## src/rtl/ram_cmd_sequencer.sv

```systemverilog
// ram_cmd_sequencer
//
// Turns single host read/write requests into the RAM command sequence
// (PRE / ACT / RD / WR) with activate, precharge and read-latency spacing,
// streams write beats onto datain and registers read beats from dataout.
// An 8-entry open-row table ({bank_grp, bank_no}) enables row-hit reuse.
//
// Optional feature: define RAM_AUTO_PRE_EN to issue every RD/WR with
// auto-precharge (closed-page policy, TRP wait in POST_RP before IDLE).
//
// Ports:
//   clk_t, reset                  clock, async active-high reset
//   req_valid/req_ready           host request handshake
//   req_rwb, req_bank_grp, req_bank_no, req_row, req_col, req_burst_len
//                                 request fields (burst_len = beats - 1)
//   wr_pull, wr_data              write beat taken / write beat from host
//   rd_valid, rd_data             read beat to host
//   cke, cs, act, rwb, auto_pre, bank_grp, burst_mode, bank_no,
//   row_address, col_address, burst_len, datain
//                                 RAM command/data outputs
//   dataout                       RAM read data
module ram_cmd_sequencer #(
  parameter int unsigned TRCD = 2,
  parameter int unsigned TRP  = 2,
  parameter int unsigned RL   = 3
) (
  input  logic        clk_t,
  input  logic        reset,
  input  logic        req_valid,
  output logic        req_ready,
  input  logic        req_rwb,
  input  logic        req_bank_grp,
  input  logic [1:0]  req_bank_no,
  input  logic [2:0]  req_row,
  input  logic [2:0]  req_col,
  input  logic [2:0]  req_burst_len,
  output logic        wr_pull,
  input  logic [15:0] wr_data,
  output logic        rd_valid,
  output logic [15:0] rd_data,
  output logic        cke,
  output logic        cs,
  output logic        act,
  output logic        rwb,
  output logic        auto_pre,
  output logic        bank_grp,
  output logic        burst_mode,
  output logic [1:0]  bank_no,
  output logic [2:0]  row_address,
  output logic [2:0]  col_address,
  output logic [2:0]  burst_len,
  output logic [15:0] datain,
  input  logic [15:0] dataout
);

  localparam int unsigned CntW = 8;

  typedef enum logic [3:0] {
    StIdle, StPre, StWaitRp, StAct, StWaitRcd, StCmd,
    StWrXfer, StRdWait, StRdXfer, StPostRp
  } state_e;

`ifdef RAM_AUTO_PRE_EN
  localparam bit     AutoPre = 1'b1;
  localparam state_e StDone  = StPostRp;
`else
  localparam bit     AutoPre = 1'b0;
  localparam state_e StDone  = StIdle;
`endif

  state_e            state_q, state_d;
  logic [CntW-1:0]   cnt_q, cnt_d;
  logic              cke_q;

  logic              cap_rwb_q, cap_bg_q;
  logic [1:0]        cap_bank_q;
  logic [2:0]        cap_row_q, cap_col_q, cap_bl_q;

  logic [7:0]        open_q;
  logic [2:0]        row_q [8];

  logic              rd_valid_q;
  logic [15:0]       rd_data_q;

  logic              accept;
  logic [2:0]        req_idx, cap_idx;
  logic              bank_open, row_hit;

  assign req_idx   = {req_bank_grp, req_bank_no};
  assign cap_idx   = {cap_bg_q, cap_bank_q};
  assign bank_open = open_q[req_idx];
  assign row_hit   = bank_open && (row_q[req_idx] == req_row);

  // cke_q only rises on the first edge after reset release, which also gates req_ready
  assign req_ready = cke_q && (state_q == StIdle);
  assign accept    = req_valid && req_ready;

  // Next-state logic. Wait states load cnt with (cycles - 1) and leave at zero.
  always_comb begin
    state_d = state_q;
    cnt_d   = cnt_q;
    unique case (state_q)
      StIdle: begin
        if (accept) begin
          if (row_hit)        state_d = StCmd;
          else if (bank_open) state_d = StPre;
          else                state_d = StAct;
        end
      end
      StPre: begin
        if (TRP == 1) begin
          state_d = StAct;
        end else begin
          state_d = StWaitRp;
          cnt_d   = CntW'(TRP - 2);
        end
      end
      StWaitRp: begin
        if (cnt_q == '0) state_d = StAct;
        else             cnt_d   = cnt_q - CntW'(1);
      end
      StAct: begin
        if (TRCD == 1) begin
          state_d = StCmd;
        end else begin
          state_d = StWaitRcd;
          cnt_d   = CntW'(TRCD - 2);
        end
      end
      StWaitRcd: begin
        if (cnt_q == '0) state_d = StCmd;
        else             cnt_d   = cnt_q - CntW'(1);
      end
      StCmd: begin
        if (cap_rwb_q) begin
          if (RL == 1) begin
            state_d = StRdXfer;
            cnt_d   = CntW'(cap_bl_q);
          end else begin
            state_d = StRdWait;
            cnt_d   = CntW'(RL - 2);
          end
        end else if (cap_bl_q == 3'd0) begin
          state_d = StDone;
          cnt_d   = CntW'(TRP - 1);
        end else begin
          // CMD carries beat 0, WR_XFER the remaining burst_len beats
          state_d = StWrXfer;
          cnt_d   = CntW'(cap_bl_q - 3'd1);
        end
      end
      StWrXfer, StRdXfer: begin
        if (cnt_q == '0) begin
          state_d = StDone;
          cnt_d   = CntW'(TRP - 1);
        end else begin
          cnt_d   = cnt_q - CntW'(1);
        end
      end
      StRdWait: begin
        if (cnt_q == '0) begin
          state_d = StRdXfer;
          cnt_d   = CntW'(cap_bl_q);
        end else begin
          cnt_d   = cnt_q - CntW'(1);
        end
      end
      StPostRp: begin
        if (cnt_q == '0) state_d = StIdle;
        else             cnt_d   = cnt_q - CntW'(1);
      end
      default: state_d = StIdle;
    endcase
  end

  // Command/data outputs decoded from the current state
  always_comb begin
    cs          = 1'b0;
    act         = 1'b0;
    auto_pre    = 1'b0;
    rwb         = 1'b0;
    col_address = 3'd0;
    burst_len   = 3'd0;
    wr_pull     = 1'b0;
    bank_grp    = 1'b0;
    bank_no     = 2'd0;
    row_address = 3'd0;
    if (state_q != StIdle) begin
      bank_grp    = cap_bg_q;
      bank_no     = cap_bank_q;
      row_address = cap_row_q;
    end
    unique case (state_q)
      StPre: begin
        cs       = 1'b1;
        act      = 1'b1;
        auto_pre = 1'b1;
      end
      StAct: begin
        cs  = 1'b1;
        act = 1'b1;
      end
      StCmd: begin
        cs          = 1'b1;
        rwb         = cap_rwb_q;
        auto_pre    = AutoPre;
        col_address = cap_col_q;
        burst_len   = cap_bl_q;
        wr_pull     = !cap_rwb_q;
      end
      StWrXfer: wr_pull = 1'b1;
      default: ;
    endcase
  end

  assign burst_mode = (burst_len != 3'd0);
  assign datain     = wr_pull ? wr_data : 16'd0;
  assign cke        = cke_q;
  assign rd_valid   = rd_valid_q;
  assign rd_data    = rd_data_q;

  always_ff @(posedge clk_t or posedge reset) begin
    if (reset) begin
      state_q    <= StIdle;
      cnt_q      <= '0;
      cke_q      <= 1'b0;
      cap_rwb_q  <= 1'b0;
      cap_bg_q   <= 1'b0;
      cap_bank_q <= 2'd0;
      cap_row_q  <= 3'd0;
      cap_col_q  <= 3'd0;
      cap_bl_q   <= 3'd0;
      rd_valid_q <= 1'b0;
      rd_data_q  <= 16'd0;
    end else begin
      state_q    <= state_d;
      cnt_q      <= cnt_d;
      cke_q      <= 1'b1;
      if (accept) begin
        cap_rwb_q  <= req_rwb;
        cap_bg_q   <= req_bank_grp;
        cap_bank_q <= req_bank_no;
        cap_row_q  <= req_row;
        cap_col_q  <= req_col;
        cap_bl_q   <= req_burst_len;
      end
      rd_valid_q <= (state_q == StRdXfer);
      rd_data_q  <= (state_q == StRdXfer) ? dataout : 16'd0;
    end
  end

  // Open-row table
  always_ff @(posedge clk_t or posedge reset) begin
    if (reset) begin
      open_q <= 8'd0;
      for (int i = 0; i < 8; i++) begin
        row_q[i] <= 3'd0;
      end
    end else begin
      if (state_q == StPre) begin
        open_q[cap_idx] <= 1'b0;
      end else if (state_q == StAct) begin
        open_q[cap_idx] <= 1'b1;
        row_q[cap_idx]  <= cap_row_q;
      end else if (state_q == StCmd && AutoPre) begin
        open_q[cap_idx] <= 1'b0;
      end
    end
  end

endmodule

```

## config.mk

```make
export PLATFORM = sky130hd
export DESIGN_NAME = ram_cmd_sequencer
export DESIGN_NICKNAME = d
export VERILOG_FILES = /design/src/rtl/ram_cmd_sequencer.sv
export SDC_FILE = /design/constraint.sdc
export NUM_CORES = 1
export LEC_CHECK = 0
export CORE_AREA = 2 2 102 104
export CTS_CLUSTER_SIZE = 20
export DETAILED_ROUTE_END_ITERATION = 10
export DIE_AREA = 0 0 104 106
export DONT_BUFFER_PORTS = 1
export PLACE_DENSITY = 0.55
export SLEW_MARGIN = 25
export SYNTH_ARGS = -nofsm -noshare
export SYNTH_HDL_FRONTEND = slang
export SYNTH_SLANG_ARGS = --single-unit
export TNS_END_PERCENT = 100
```

## constraint.sdc

```tcl
create_clock -name clk_t -period 3.7 [get_ports clk_t]
set_clock_uncertainty 0.2 [all_clocks]
set_input_delay 0.74 -clock clk_t [delete_from_list [all_inputs] [get_ports clk_t]]
set_output_delay 0.74 -clock clk_t [all_outputs]
set_load 0.005 [all_outputs]
```

Word level (Yosys, flattened, before mapping)
Cells that the tools add are included.
- $add $sub $neg: 2
- magnitude comparators: 6
- equality and inequality tests: 16
- multiplexer cells: 40
- bitwise logic cells: 6
- reduce and logical (&&, ||, !) cells: 21
- operator list (operator ; count):
    8-bit 2-to-1 mux ; 7
    8-bit case mux with 5 select lines ; 1
    16-bit 2-to-1 mux ; 2
    4-bit case mux with 8 select lines ; 1
    3-bit 2-to-1 mux ; 9
    24-bit bitwise mux ; 1
    4-bit 2-to-1 mux ; 5
    4-bit by 3-bit equality test with 1-bit output (second input constant) ; 4
    2-bit inequality test (second input constant) ; 5
    3-bit binary-select mux with 3-bit select ; 1
    3-bit demux with 3-bit select ; 1
    3-bit OR reduction ; 3
    8-bit AND ; 1
    4-bit by 2-bit equality test with 1-bit output (second input constant) ; 2
    4-bit equality test (second input constant) ; 2
    4-bit greater-or-equal comparator (second input constant) ; 2
    8-bit logical NOT ; 1
    3-bit by 4-bit < comparator with 1-bit output (second input constant) ; 2
    3-bit NOT with 4-bit output ; 2
    8-bit NOT ; 1
    8-bit bitwise OR ; 1
    8-bit by 1-bit subtractor with 8-bit output (second input constant) ; 1
    1-bit 2-to-1 mux ; 7
    1-bit logical AND ; 5
    other kinds (21) ; 24
- bits in registers: 75
- bits of input ports: 48
- output and inout port bits: 53
- logic and storage cells: 111

Longest topological paths before layout
Gate-level depths: netlist of the first run.
- word-level depth: 9
- depth in mapped cells: 9
- mapped depth without buffers: 8

Worst setup path before layout of the first run
OpenSTA, ideal clock, no wires.
- path kind: input to register
- start point: in req_bank_no[0]
- end point: reg state_q[2]
- setup time: 0.068 ns
- arrival: 2.420 ns
- required time: 3.432 ns
- path slack: 1.011 ns
- stages: 8
- buffers on the path: 2
- path through: buf_6 > buf_12 > mux2i_1 > mux4_1 > xnor2_1 > or4_1 > o21ai_1 > a32o_1
- word-level cells in the longest chain between the ends: 9
- elaborated cells between the ends (all ways): 11
- classes of those cells: eq/ne: 1; mux: 8; bitwise: 1; reduce/logical: 1
- ends and longest elaborated chain (item ; line ; source):
    from (decl) ; 33 ; input logic [1:0] req_bank_no,
    3-bit NOT with 4-bit output (implied by the code) ; 92 ; assign row_hit = bank_open && (row_q[req_idx] == req_row);
    3-bit binary-select mux with 3-bit select ; 92 ;
    3-bit 2-to-1 mux (implied by the code) (2 in a row) ; 92 ;
    3-bit equality test ; 92 ;
    1-bit logical AND * ; 92 ;
    3-bit 2-to-1 mux * ; 105 ; if (row_hit) state_d = StCmd;
    4-bit 2-to-1 mux * ; 104 ; if (accept) begin
    4-bit case mux with 8 select lines * ; 102 ; unique case (state_q)
    to (signal assigned) ; 224 ; state_q <= StIdle;
    to (signal assigned) ; 236 ; state_q <= state_d;
    to (decl) ; 71 ; state_e state_q, state_d;
Mark *: on every way between the ends. The rest lies on a longest branch, timed or not. The select of a mux whose other input is x is not followed.
A chain may end at the register's enable or synchronous reset.

Worst setup path in the final report of the first run
- start point: reg state_q[2]
- end point: out datain[10]
- word-level cells in the longest chain between the ends: 3
- elaborated cells between the ends (all ways): 4
- classes of those cells: eq/ne: 2; mux: 2
- ends and longest elaborated chain (item ; line ; source):
    4-bit by 3-bit equality test with 1-bit output ; 193 ; unique case (state_q)
    1-bit case mux with 2 select lines * ; 193 ;
    net wr_pull ; 37 ; output logic wr_pull,
    16-bit 2-to-1 mux * ; 217 ; assign datain = wr_pull ? wr_data : 16'd0;
    to (decl) ; 52 ; output logic [15:0] datain,
Mark *: on every way through the listed nets, which the timed path passes. The rest lies on a longest branch.

==> results.py, run 1 <==
metrics = {
    "outcome": {
        "run_status": "completed",
    },
    "drt": {
        "routed_wire_length_per_instance_um": 18.6,
        "ant_nets": 0,
        "detail_route.iter0.violations": 150,
        "drt-vias-per-instance": 5.44,
        "routed-via-count": 2685,
        "drtPass1Iterations": 5,
        "drt_wl_total_um": 9180,
        "post-route-drc-count": 0,
    },
    "global_route": {
        "grt_util_all_layers": 0.170,
        "grt_max_degree": 27,
        "global_route_wire_length_before_repair_um": 14600,
        "via_count_of_the_first_global_routing_pass": 2644,
        "number_of_antenna_violations_at_the_first_check_in_global_routing": 0,
        "grt_overflow_total": 0,
    },
    "synthesis": {
        "synthDistinctLibCells": 56,
        "ys_ff_latch": 75,
        "synth.cell_area_um2": 3860,
        "yosysWarningCount": 0,
        "synthCells": 353,
        "ys.flop_type": "sky130_fd_sc_hd__dfrtp_1",
        "synth_seq_area_share": 0.486,
        "synth_area_per_cell_um2": 10.9,
        "postSynth.asyncResetShare": 1.00,
        "synth_edf_count": 0,
        "synth_fp_nets": 403,
    },
    "timing": {
        "final.setup.tns_ns": 0,
        "achievable-frequency_ghz": 0.331,
        "final.hold.worst_slack_ns": 0.106,
        "worst_pin_slew_ns": 0.741,
        "hold_viol": 0,
        "setup-violations-final": 0,
        "rsz0062_at_grt": "false",
        "final_max_slew_viol_count": 0,
        "max_slew_margin": 0.504,
        "worst_slack_ns": 0.677,
        "fin_crit_sh": 0.817,
        "min_period_ns": 3.02,
    },
    "finish": {
        "most-common-layout-cells": "75 x sky130_fd_sc_hd__dfrtp_1, 39 x sky130_fd_sc_hd__and2_1, 37 x sky130_fd_sc_hd__mux2_2",
        "fin_nets": 403,
        "layoutNonFillerInstCount": 494,
        "layout-drive-gt1-share": 0.209,
        "area_growth_syn_to_layout_pct": 9.46,
        "commonest_non_fill_non_tap_cell_in_the_layout": "sky130_fd_sc_hd__dfrtp_1",
        "final_design_area_no_fill_um2": 4230,
        "antenna_diode_count": 0,
    },
    "pwr": {
        "power_density_nw_per_um2": 818,
        "ir_worst_vdd_mv": 0.235,
        "p_leak_uw": 0.00191,
    },
    "floorplanning": {
        "floorplan.die.width_um": 104,
        "std_cell_rows": 37,
        "die-area_um2": 11000,
        "die_h_um": 106,
        "initial_core_util": 0.386,
        "design.core.area_um2": 10000,
        "boundaryPins": 101,
    },
    "clock_network": {
        "cts.repair.resized": 0,
        "cts.root.buffer_cell": "sky130_fd_sc_hd__clkbuf_8",
        "cts_post_setup_buffers_inserted": 0,
        "cts.sink_count": 75,
        "cts.reportedPaths.clkPinSlew_ns": 0.08,
        "max-clock-path-buffers": 2,
        "cts_hold_buffers": 0,
        "cts_buffers": 9,
        "ctsHtreeMaxLevel": 3,
        "clock_latency_ns": 0.36,
        "tritoncts": "done",
    },
    "critical_path": {
        "crit_arrival_ns": 2.08,
        "cp.required_ns": 2.76,
        "setup_slack_on_the_worst_flop_to_flop_path_ns": 1.17,
        "timing.critical_path.fanout_max": 17,
        "timing_worst_setup_path_type": "register to output port",
        "element_type_at_the_critical_path_start": "register",
        "worstSetupEndpointType": "output port",
    },
    "placement": {
        "detailedPlacementHpwl_um": 6630,
        "pre_cts_ws_ns": 1.06,
        "placement.cell_area_um2": 3990,
        "place.detailed.instances": 478,
        "place.gp.congestion": 0.854,
        "port_buffers": 0,
    },
    "job": {
        "maxCapViolCount": 0,
    },
    "worst_hold_path": {
        "hp-class": "primary input to asynchronous set/reset pin",
    },
}
-- per-stage QoR --
step,util,power [uW]
6_report,0.423,3460
4_1_cts,0.423,3490
2_1_floorplan,-,2380
5_1_grt,0.423,3720
3_3_place_gp,0.399,2670
3_5_place_dp,0.399,2690
-- Yosys cell counts (6+ instances only) --
| cell type | n | area [um2] |
|---|---|---|
| sky130_fd_sc_hd__o21ai_0 | 20 | 100 |
| sky130_fd_sc_hd__dfrtp_1 | 75 | 1880 |
| sky130_fd_sc_hd__nor2b_1 | 9 | 56.3 |
| sky130_fd_sc_hd__mux2i_1 | 10 | 100 |
| sky130_fd_sc_hd__nor3_1 | 6 | 30.0 |
| sky130_fd_sc_hd__clkbuf_1 | 11 | 41.3 |
| sky130_fd_sc_hd__and2_1 | 39 | 244 |
| sky130_fd_sc_hd__inv_1 | 10 | 37.5 |
| sky130_fd_sc_hd__a21oi_1 | 11 | 55.1 |
| sky130_fd_sc_hd__nand3_1 | 9 | 45.0 |
| sky130_fd_sc_hd__mux2_2 | 37 | 417 |
| sky130_fd_sc_hd__nand2_1 | 28 | 105 |
| sky130_fd_sc_hd__nor2_1 | 21 | 78.8 |
-- critical path, cell delays in order (launching register included) --
cell and delay [ns]:
sky130_fd_sc_hd__dfrtp_1 0.66, sky130_fd_sc_hd__nand2b_1 0.19, sky130_fd_sc_hd__nor2_1 0.62, sky130_fd_sc_hd__and2_1 0.26
-- metal layers --
metal,part of all wire,GRT usage,vias up
met1,0.45,0.240,1314
li1,-,-,1239
met5,0,0,-
met3,0.065,0.0472,22
met4,0.026,0.0676,0
met2,0.46,0.248,110
-- final timing paths --
check | depth (start not counted) | to | from
setup / recovery | 3 | datain[10] | state_q[2]$_DFFE_PP0P_
hold / removal | 1 | row_q[18]$_DFFE_PP0P_ | reset
setup reg to reg | 5 | cnt_q[7]$_DFFE_PP0P_ | state_q[2]$_DFFE_PP0P_
hold reg to reg | 2 | register | register
max in group asynchronous | 2 | cap_col_q[0]$_DFFE_PP0P_ | reset
min in group clk_t | 2 | register | register
-- final cells by class --
class	instances	area (um2)
Clock buffer	10	128
Clock inverter	6	113
Fill cell	985	5770
Inverter	11	41.3
Multi-Input combinational cell	247	1830
Sequential cell	75	1880
Tap cell	136	170
Timing Repair Buffer	9	67.6
-- cell families (layout without fill, tap and decap cells) --
| kind of cell | Yosys count | count (layout) | synth area share |
|---|---|---|---|
| adders and majority gates | 3 | 3 | 0.00907 |
| xor gates and xnor gates | 3 | 3 | 0.00681 |
| AOI/OAI and AO/OA | 56 | 56 | 0.0972 |
| and+or+nand+nor | 131 | 131 | 0.185 |
| buffers and inverters | 31 | 36 | 0.0415 |
| muxes | 53 | 53 | 0.174 |
| DFF | 75 | 75 | 0.486 |
| other | 1 | 1 | 0.000971 |
-- power breakdown --
group	internal (uW)	switching, uW	total, uW
clock network	451	327	778
registers	1090	247	1340
logic	597	748	1340
total	2140	1320	3460
(Power assumes the default switching activity.)
==> run 2: changes to the inputs <==
Settings changed: PLACE_DENSITY 0.55 to 0.57.
Clock period 3.7 ns to 2.65 ns, I/O delays scaled along.
==> results.py, run 2 (same netlist as run 1, synthesis figures left out) <==
metrics = {
    "outcome": {
        "run_status": "completed",
    },
    "floorplanning": {
        "die-area_um2": 11000,
        "boundaryPins": 101,
        "initial_core_util": 0.386,
        "std_cell_rows": 37,
        "floorplan.die.width_um": 104,
        "design.core.area_um2": 10000,
        "die_h_um": 106,
    },
    "placement": {
        "place.gp.congestion": 0.818,
        "port_buffers": 0,
        "place.detailed.instances": 481,
        "detailedPlacementHpwl_um": 6480,
    },
    "finish": {
        "most-common-layout-cells": "74 x sky130_fd_sc_hd__dfrtp_1, 39 x sky130_fd_sc_hd__and2_1, 37 x sky130_fd_sc_hd__mux2_2",
        "layoutNonFillerInstCount": 500,
        "area_growth_syn_to_layout_pct": 9.36,
        "antenna_diode_count": 0,
        "layout-drive-gt1-share": 0.223,
        "commonest_non_fill_non_tap_cell_in_the_layout": "sky130_fd_sc_hd__dfrtp_1",
        "fin_nets": 410,
    },
    "timing": {
        "achievable-frequency_ghz": 0.406,
        "final.setup.tns_ns": 0,
        "min_period_ns": 2.46,
        "setup-violations-final": 0,
        "final_max_slew_viol_count": 0,
        "rsz0062_at_grt": "false",
        "hold_viol": 0,
        "fin_crit_sh": 0.929,
    },
    "critical_path": {
        "element_type_at_the_critical_path_start": "register",
        "worst-r2r-cell-count": 5,
        "crit_slowest_cell": "sky130_fd_sc_hd__dfrtp_2",
        "cpLargestDelayFamily": "flip-flops",
        "critical-path-top-cell-by-count": "sky130_fd_sc_hd__buf_4",
        "setup_slack_on_the_worst_flop_to_flop_path_ns": 0.24,
        "cp.required_ns": 1.92,
        "cpPeakStageDelay_ns": 0.48,
        "worstSetupEndpointType": "output port",
        "crit_arrival_ns": 1.73,
        "crit-reg2reg-launch": "cnt_q[2]$_DFFE_PP0P_",
        "regToRegEndpoint": "cnt_q[2]$_DFFE_PP0P_",
        "timing_worst_setup_path_type": "register to output port",
        "path_cells": "buf_4, nor3_1, buf_4, and2_1",
        "timing.critical_path.fanout_max": 13,
        "count_of_buffer_and_inverter_cells_on_the_critical_path": 2,
        "setup.worst_path.start": "state_q[1]$_DFFE_PP0P_",
    },
    "job": {
        "maxCapViolCount": 0,
    },
    "worst_hold_path": {
        "timing.hold.worst_path_depth": 2,
        "timing.hold.worst.start": "req_burst_len[0]",
        "hold_end": "cap_bl_q[0]$_DFFE_PP0P_",
        "hp-class": "primary input to register",
    },
    "clock_network": {
        "cts_buffers": 9,
        "clock_latency_ns": 0.36,
        "cts.root.buffer_cell": "sky130_fd_sc_hd__clkbuf_8",
        "max-clock-path-buffers": 2,
        "ctsHtreeMaxLevel": 3,
        "cts.reportedPaths.clkPinSlew_ns": 0.08,
        "cts.sink_count": 75,
        "tritoncts": "done",
    },
    "drt": {
        "wirelength_met1_um": 4250,
        "drt-vias-per-instance": 5.39,
        "routed-via-count": 2695,
        "routed_wire_length_per_instance_um": 18.2,
        "wl_met3_um": 580,
        "top_layer": "met4",
        "detail_route.iter0.violations": 160,
        "drt_wl_total_um": 9100,
        "ant_nets": 0,
        "drtPass1Iterations": 4,
        "dr_wl_met2_um": 4120,
        "post-route-drc-count": 0,
    },
    "global_route": {
        "grt_overflow_total": 0,
        "grt_max_degree": 76,
        "global_route_wire_length_before_repair_um": 14600,
        "number_of_antenna_violations_at_the_first_check_in_global_routing": 0,
        "via_count_of_the_first_global_routing_pass": 2655,
        "grt_util_all_layers": 0.172,
    },
    "pwr": {
        "p_leak_uw": 0.00191,
        "power_density_nw_per_um2": 1090,
        "ir_worst_vdd_mv": 0.477,
    },
}
## run 2: final cells by class
class,count,area [um2]
fill,992,5780
sequential,75,1880
multi-input combinational,247,1830
tap,136,170
clock buffer,12,145
timing repair buffer,16,139
inverter,11,45.0
clock inverter,3,15.0
## run 2: how the worst max path moves through the flow
stage / end / depth (start not counted) / slack, ns
6_report: col_address[2] / 4 / 0.19
5_1_grt: datain[6] / 7 / 0.02
4_1_cts: datain[6] / 6 / 0.08
3_5_place_dp: cnt_q[5]$_DFFE_PP0P_ / 6 / 0.25
3_3_place_gp: cnt_q[2]$_DFFE_PP0P_ / 5 / 0.31
2_1_floorplan: asynchronous set/reset pin / 1 / 0.01
## run 2: layer usage
layer  up-vias  track usage
met5         -            0
met2        77        0.244
li1       1249            -
met1      1356        0.242
met3        13       0.0570
met4         0       0.0647
## run 2: timing repair
| item | CTS | global route |
|---|---|---|
| resized for setup | 0 | 3 |
| hold buffers | 1 | 0 |
| setup buffers | 0 | 3 |
| endpoints found under the hold margin | 75 | 0 |
| setup endpoints to repair | 0 | 16 |
## run 2: worst register-to-register path, stage by stage (launching register included)
cell and delay [ns]:
sky130_fd_sc_hd__dfrtp_1 0.45, sky130_fd_sc_hd__or4_1 0.69, sky130_fd_sc_hd__o31ai_1 0.30, sky130_fd_sc_hd__o211a_2 0.31, sky130_fd_sc_hd__o32ai_1 0.11, sky130_fd_sc_hd__a22o_1 0.24
## run 2: through the flow
| step | setup WS, ns | power (uW) | utilization | instance area (um2) | hold slack, ns |
|---|---|---|---|---|---|
| detailed placement | 0.246 | 3790 | 0.402 | 4020 | 0.256 |
| global placement | 0.314 | 3760 | 0.402 | 4020 | 0.255 |
| global route | 0.0180 | 4950 | 0.422 | 4220 | 0.0851 |
| floorplan | 0.0100 | 3330 | - | 3860 | 0.238 |
| finish | 0.187 | 4600 | 0.422 | 4220 | 0.0931 |
| CTS | 0.0849 | 4570 | 0.419 | 4190 | 0.0851 |
## run 2: report_power, final
group	total, uW	switching (uW)	internal, uW
clock	768	411	356
sequential	1860	335	1520
combinational	1980	1080	895
==> run 3: changes to the inputs <==
Settings changed: ABC_AREA set to 1, CORE_AREA 2 2 102 104 to 2 2 101 103, DIE_AREA 0 0 104 106 to 0 0 103 105, SLEW_MARGIN 25 to 10.
==> results.py, run 3 <==
metrics = {
    "outcome": {
        "run_status": "completed",
    },
    "worst_hold_path": {
        "hp-class": "primary input to register",
        "timing.hold.worst.start": "dataout[8]",
    },
    "finish": {
        "area_growth_syn_to_layout_pct": 12.9,
        "fillCellCount": 961,
        "multi_input_comb_area_um2": 1540,
        "final_design_area_no_fill_um2": 4280,
        "sequential_cell_area_um2": 1880,
        "commonest_non_fill_non_tap_cell_in_the_layout": "sky130_fd_sc_hd__nand2_1",
        "antenna_diode_count": 0,
        "fin_nets": 582,
        "most-common-layout-cells": "126 x sky130_fd_sc_hd__nand2_1, 94 x sky130_fd_sc_hd__inv_1, 74 x sky130_fd_sc_hd__dfrtp_1",
        "layout-drive-gt1-share": 0.0896,
    },
    "synthesis": {
        "synthCells": 522,
        "synthDistinctLibCells": 27,
        "ys.flop_type": "sky130_fd_sc_hd__dfrtp_1",
        "synth_seq_area_share": 0.495,
        "synth_edf_count": 0,
        "synth_largest_area_cell": "sky130_fd_sc_hd__dfrtp_1",
        "synthDominantCellAreaShare": 0.495,
        "most_frequently_used_cell_type_in_the_post_synthesis_netlist": "sky130_fd_sc_hd__nand2_1",
        "synth.cell_area_um2": 3790,
        "synth_cell_count_leaders": "128 x sky130_fd_sc_hd__nand2_1, 96 x sky130_fd_sc_hd__inv_1, 77 x sky130_fd_sc_hd__nor2_1",
        "synth_fp_nets": 572,
        "ys_ff_latch": 75,
        "postSynth.asyncResetShare": 1.00,
        "synth_area_per_cell_um2": 7.27,
        "netlist_top_cells_area": "sky130_fd_sc_hd__dfrtp_1 49%, sky130_fd_sc_hd__nand2_1 13%, sky130_fd_sc_hd__inv_1 9.5%",
        "yosysWarningCount": 0,
    },
    "timing": {
        "hold_viol": 0,
        "achievable-frequency_ghz": 0.392,
        "max_slew_margin": 0.571,
        "final.setup.tns_ns": 0,
        "fin_crit_sh": 0.962,
        "final_max_slew_viol_count": 0,
        "min_period_ns": 2.55,
        "worst_pin_slew_ns": 0.636,
        "setup-violations-final": 0,
    },
    "pwr": {
        "p_leak_uw": 0.00226,
        "net-switching-power_uw": 1930,
        "ir_worst_vdd_mv": 0.500,
        "power.share.combinational": 0.410,
        "power.share.clock": 0.213,
        "p_sw_frac": 0.419,
        "power.share.sequential": 0.377,
        "power_density_nw_per_um2": 1070,
        "p_int_uw": 2670,
    },
    "drt": {
        "post-route-drc-count": 0,
        "routed_wire_length_per_instance_um": 14.1,
        "detail_route.iter0.violations": 164,
        "ant_nets": 0,
        "drt_wl_total_um": 9430,
        "drtPass1Iterations": 4,
        "routed-via-count": 3209,
        "drt-vias-per-instance": 4.80,
    },
    "floorplanning": {
        "die_h_um": 105,
        "boundaryPins": 101,
        "std_cell_rows": 36,
        "floorplan.die.width_um": 103,
        "die-area_um2": 10800,
        "initial_core_util": 0.394,
        "design.core.area_um2": 9640,
    },
    "global_route": {
        "grt_overflow_total": 0,
        "grt_util_all_layers": 0.176,
        "grt.met2_usage": 0.279,
        "via_count_of_the_first_global_routing_pass": 3011,
        "grt_busiest_layer": "met2",
        "groute.layer.met3.usage": 0.0288,
        "global_route_wire_length_before_repair_um": 14600,
        "met1_global_route_usage": 0.237,
        "grt_max_degree": 76,
        "number_of_antenna_violations_at_the_first_check_in_global_routing": 0,
    },
    "clock_network": {
        "cts.sink_count": 75,
        "clock_latency_ns": 0.35,
        "cts.root.buffer_cell": "sky130_fd_sc_hd__clkbuf_8",
        "cts_buffers": 9,
        "ctsHtreeMaxLevel": 3,
        "max-clock-path-buffers": 2,
        "cts.reportedPaths.clkPinSlew_ns": 0.08,
        "tritoncts": "done",
    },
    "critical_path": {
        "worstSetupEndpointType": "output port",
        "crit_arrival_ns": 1.82,
        "crit_slowest_cell": "sky130_fd_sc_hd__dfrtp_1",
        "cpPeakStageDelay_ns": 0.42,
        "element_type_at_the_critical_path_start": "register",
        "timing.critical_path.fanout_max": 7,
        "cpLargestDelayFamily": "simple AND/OR/NAND/NOR gates",
        "crit-reg2reg-launch": "state_q[3]$_DFFE_PP0P_",
        "cp.required_ns": 1.92,
        "count_of_buffer_and_inverter_cells_on_the_critical_path": 3,
        "timing_worst_setup_path_type": "register to output port",
        "critical-path-top-cell-by-count": "sky130_fd_sc_hd__nand2_1",
        "path_cells": "inv_1, nand2_1, nor2_4, nand2_1, nand2_4, clkinvlp_4, buf_12, nor2_2",
        "setup.worst_path.start": "state_q[3]$_DFFE_PP0P_",
    },
    "placement": {
        "detailedPlacementHpwl_um": 6630,
        "port_buffers": 0,
        "place.gp.congestion": 0.885,
        "placement.cell_area_um2": 3960,
    },
    "job": {
        "maxCapViolCount": 0,
    },
}
[run 3: cell types whose count changed after synthesis, sizes merged, moves of 6 or more]
cell	delta
nor2	+59
nor2b	-9
mux2	-37
and2	-39
mux4	-6
nand3	+27
mux2i	-10
o31ai	-6
inv	+91
clkbuf	-7
nand2	+102
o21ai	+28
[run 3: layout make-up]
class / count / share of cell area
Tap cell: 133 / 0.0389
Multi-Input combinational cell: 334 / 0.358
Clock inverter: 4 / 0.0175
Clock buffer: 11 / 0.0330
Timing Repair inverter: 1 / 0.00175
Sequential cell: 75 / 0.439
Inverter: 104 / 0.0932
Timing Repair Buffer: 7 / 0.0187
[run 3: what timing repair did]
item / 4_1_cts / 5_1_grt
buffers inserted: 0 / 2
resized for setup: 5 / 15
endpoints found under the hold margin: 75 / 0
hold buffers: 1 / 0
cloned: 1 / 0
setup endpoints to repair: 16 / 16
[run 3: worst paths after layout]
kind,end,slack [ns],cells past startpoint
worst max-delay path,datain[14],0.10,8
min in group asynchronous,asynchronous set/reset pin,0.54,3
worst max register to register,row_q[5]$_DFFE_PP0P_,0.65,6
max in group asynchronous,state_q[1]$_DFFE_PP0P_,1.37,3
worst min register to register,cap_row_q[2]$_DFFE_PP0P_,0.29,2
worst min-delay path,rd_data[8]$_DFF_PP0_,0.08,2
[run 3: cells by family after synthesis]
logic type,count (synthesis),share of synthesized area
other,1,0.000988
DFF,75,0.495
and+or+nand+nor,261,0.283
AOI/OAI and AO/OA,66,0.0894
xor gates and xnor gates,4,0.00923
buffers and inverters,113,0.116
adders and majority gates,2,0.00660
[run 3: routing by layer]
layer	vias up	share of wire
li1	1606	-
met1	1481	0.46
met2	112	0.47
met3	10	0.057
met4	0	0.014
met5	-	0
[run 3: metrics by stage]
step / power [uW] / hold slack (ns) / util / instances / worst slack (ns)
after floorplan: 3120 / 0.248 / - / 522 / 0.0100
after global placement: 3510 / 0.267 / 0.410 / 650 / 0.341
after detailed placement: 3560 / 0.274 / 0.410 / 650 / 0.309
after CTS: 4580 / 0.0623 / 0.436 / 667 / 0.0372
after global routing: 5010 / 0.0642 / 0.444 / 669 / -0.0127
final: 4600 / 0.0759 / 0.444 / 669 / 0.101
[run 3: power by group through the flow]
stage | Combinational (uW) | Sequential, uW | Clock [uW]
finish | 1880 | 1730 | 981
global route | 2180 | 1780 | 1050
CTS | 1820 | 1740 | 1010
detailed placement | 1800 | 1760 | 0
global placement | 1760 | 1750 | 0
floorplan | 1430 | 1690 | 0
==> RTL edit (flow settings as in run 2) <==
The option `RAM_AUTO_PRE_EN` is turned on by a define.
--- a/src/rtl/ram_cmd_sequencer.sv
+++ b/src/rtl/ram_cmd_sequencer.sv
@@ -19,6 +19,8 @@
 //   row_address, col_address, burst_len, datain
 //                                 RAM command/data outputs
 //   dataout                       RAM read data
+`define RAM_AUTO_PRE_EN
+
 module ram_cmd_sequencer #(
   parameter int unsigned TRCD = 2,
   parameter int unsigned TRP  = 2,
Behaviour: not the same (Yosys sat finds a counterexample within 10 cycles, from zero or initial values and one cycle with reset high).
==> RTL edit against run 2 <==
- register-to-register slack worse by 0.06 ns
- maximum frequency fell by 0.42%
- count of clock-buffer cells in the layout shrank 3
- sequential power increased by 6%
- sequential cell count stayed put
- area after synthesis unchanged
- wire length down 4.2%
- final area increased by 3.3%
- worst setup slack lost 0.010 ns
- total power up 10%
- global-route usage fell by 1.1 points
- critical path type unchanged
- largest cell class unchanged
==> RTL edit: results (changes against run 2) <==
Vias in the first global route -> 2747 (+3.5%)
CTS Root Cell -> clkbuf_8
Commonest cells post-synth -> dfrtp_1, and2_1, mux2_2
Fin Hold WS -> 0.0950 ns (+0.00181 ns)
Yosys warns -> 0 (unchanged)
Met3 routed wirelength -> 547 microns (-5.7%)
IO Port Bufs -> 0 (unchanged)
CP arrival -> 1.74 ns
Worst skew pair latency -> 0.35 ns
Worst path max stage delay -> 0.70 ns (+0.22 ns)
Yosys cell types -> 54 (-3.6%)
Antenna fix cells -> 0 (unchanged)
Sequential area share after synthesis -> 0.486 (unchanged)
Outcome -> complete, no violations
Max IR drop VDD -> 0.000561 V (+18%)
Slew at the pin closest to its max-slew limit -> 0.566 ns
Critical Path Slowest Stage Cell -> dfrtp_1
Routed wl met2 -> 4.26 mm (+3.4%)
Register-to-register setup slack -> 0.18 ns (-0.06 ns)
Clock buffer depth -> 2 (unchanged)
Met1 Wirelength -> 3.82 mm (-10%)
Nets -> 417 (+1.7%)
Worst path top cell family by delay -> flip-flops
DRC violations left -> 0 (unchanged)
Drt first pass iters -> 4 (unchanged)
Layout cells sized above 1 -> 0.263 (+0.0402)
CTS H-tree lvls -> 3 (unchanged)
First-pass GRT wire length -> 14.0 mm (-3.5%)
GRT Total Usage -> 0.160 (-0.0111)
Worst-path clk slew -> 0.09 ns
Drt wl/cell -> 17.1 microns (-5.9%)
GP Congestion -> 0.784 (-4.1%)
Static leakage -> 1.95 nW (+2.0%)
Initial antenna violation count -> 0 (unchanged)
Synth top area cells -> dfrtp_1, mux2_2, and2_1, mux4_2, o21ai_0
Top sig layer -> met4
Vias per cell -> 5.29 (-1.9%)
Asr flop ratio synth -> 1.00 (unchanged)
Largest net degree at the start of global routing -> 29 (-62%)
HPWL after DPL -> 6.47 mm (-0.17%)
DRT iter0 DRCs -> 134 (-16%)
Main synth FF type -> dfrtp_1
Mapped Nets -> 407 (+0.99%)
Hold Fails Final Rpt -> 0 (unchanged)
Crit-path max FO -> 17 (+4)
DP Area -> 0.00410 sq mm (+1.8%)
Worst hold path class -> in2reg
Clock buffer count from CTS -> 9 (unchanged)
==> RTL edit: changes by cell type in the layout (fill, tap and decap cells not counted), moves of 5 or more <==
cell            run 2  this run
mux2i_1            10         5
buf_4              13        19
nand3_1             9         2
mux4_2              1         8
mux4_1              5         0
==> RTL edit: cell type report <==
type,count,area (sq um)
inverter,10,37.5
clock buffer,9,124
tap,136,170
clock inverter,7,105
sequential,75,1880
fill,950,5640
timing repair buffer,21,173
multi-input combinational,251,1870
==> RTL edit: worst register-to-register path, stage by stage (launching register included) <==
cell	delay (ns)
dfrtp_1	0.45
or4_4	0.59
nor3_4	0.28
o22ai_2	0.18
or4_4	0.54
o211ai_2	0.14
==> RTL edit: logic make-up (layout without fill, tap and decap cells) <==
family                     count (synthesis)  after routing  synth area share
DFF                                       75             75             0.486
muxes                                     48             48             0.162
other                                      1              1          0.000971
AOI/OAI and AO/OA                         62             62             0.104
xor gates and xnor gates                   5              5            0.0113
adders and majority gates                  1              1           0.00324
buffers and inverters                     32             47            0.0331
and+or+nand+nor                          134            134             0.200
==> RTL edit: metrics by stage <==
stage                     setup slack [ns]  instances
after CTS                          0.00606        507
final                                0.177        509
after detailed placement             0.212        490
after global routing                0.0318        509
after floorplan                     0.0100        358
after global placement               0.266        490
==> RTL edit: path summary, 6_finish.rpt <==
path	from	to	cells after the start
hold reg to reg	row_q[5]$_DFFE_PP0P_	row_q[5]$_DFFE_PP0P_	1
setup / recovery	state_q[3]$_DFFE_PP0P_	datain[10]	4
max in group asynchronous	reset	row_q[22]$_DFFE_PP0P_	4
hold / removal	req_bank_grp	cap_bg_q$_DFFE_PP0P_	2
setup reg to reg	cnt_q[3]$_DFFE_PP0P_	state_q[2]$_DFFE_PP0P_	5
min in group asynchronous	reset	row_q[3]$_DFFE_PP0P_	2
==> RTL edit: per-layer routing <==
layer	vias up	global-route usage
li1	1276	-
met1	1302	0.209
met2	103	0.269
met3	10	0.0435
met4	0	0.0376
met5	-	0
==> RTL edit: power by group <==
| group | total, mW | switching (mW) | leakage, nW | internal [mW] |
|---|---|---|---|---|
| registers | 1.97 | 0.426 | 0.977 | 1.55 |
| clock network | 1.01 | 0.462 | 0.112 | 0.545 |
| logic | 2.10 | 1.09 | 0.858 | 1.01 |
==> RTL edit: timing repair <==
| item | in CTS | in global routing |
|---|---|---|
| setup buffers | 0 | 2 |
| hold buffers | 1 | 0 |
| resized for setup | 0 | 5 |
| endpoints found under the hold margin | 24 | 0 |
| endpoints found under the setup margin | 0 | 25 |
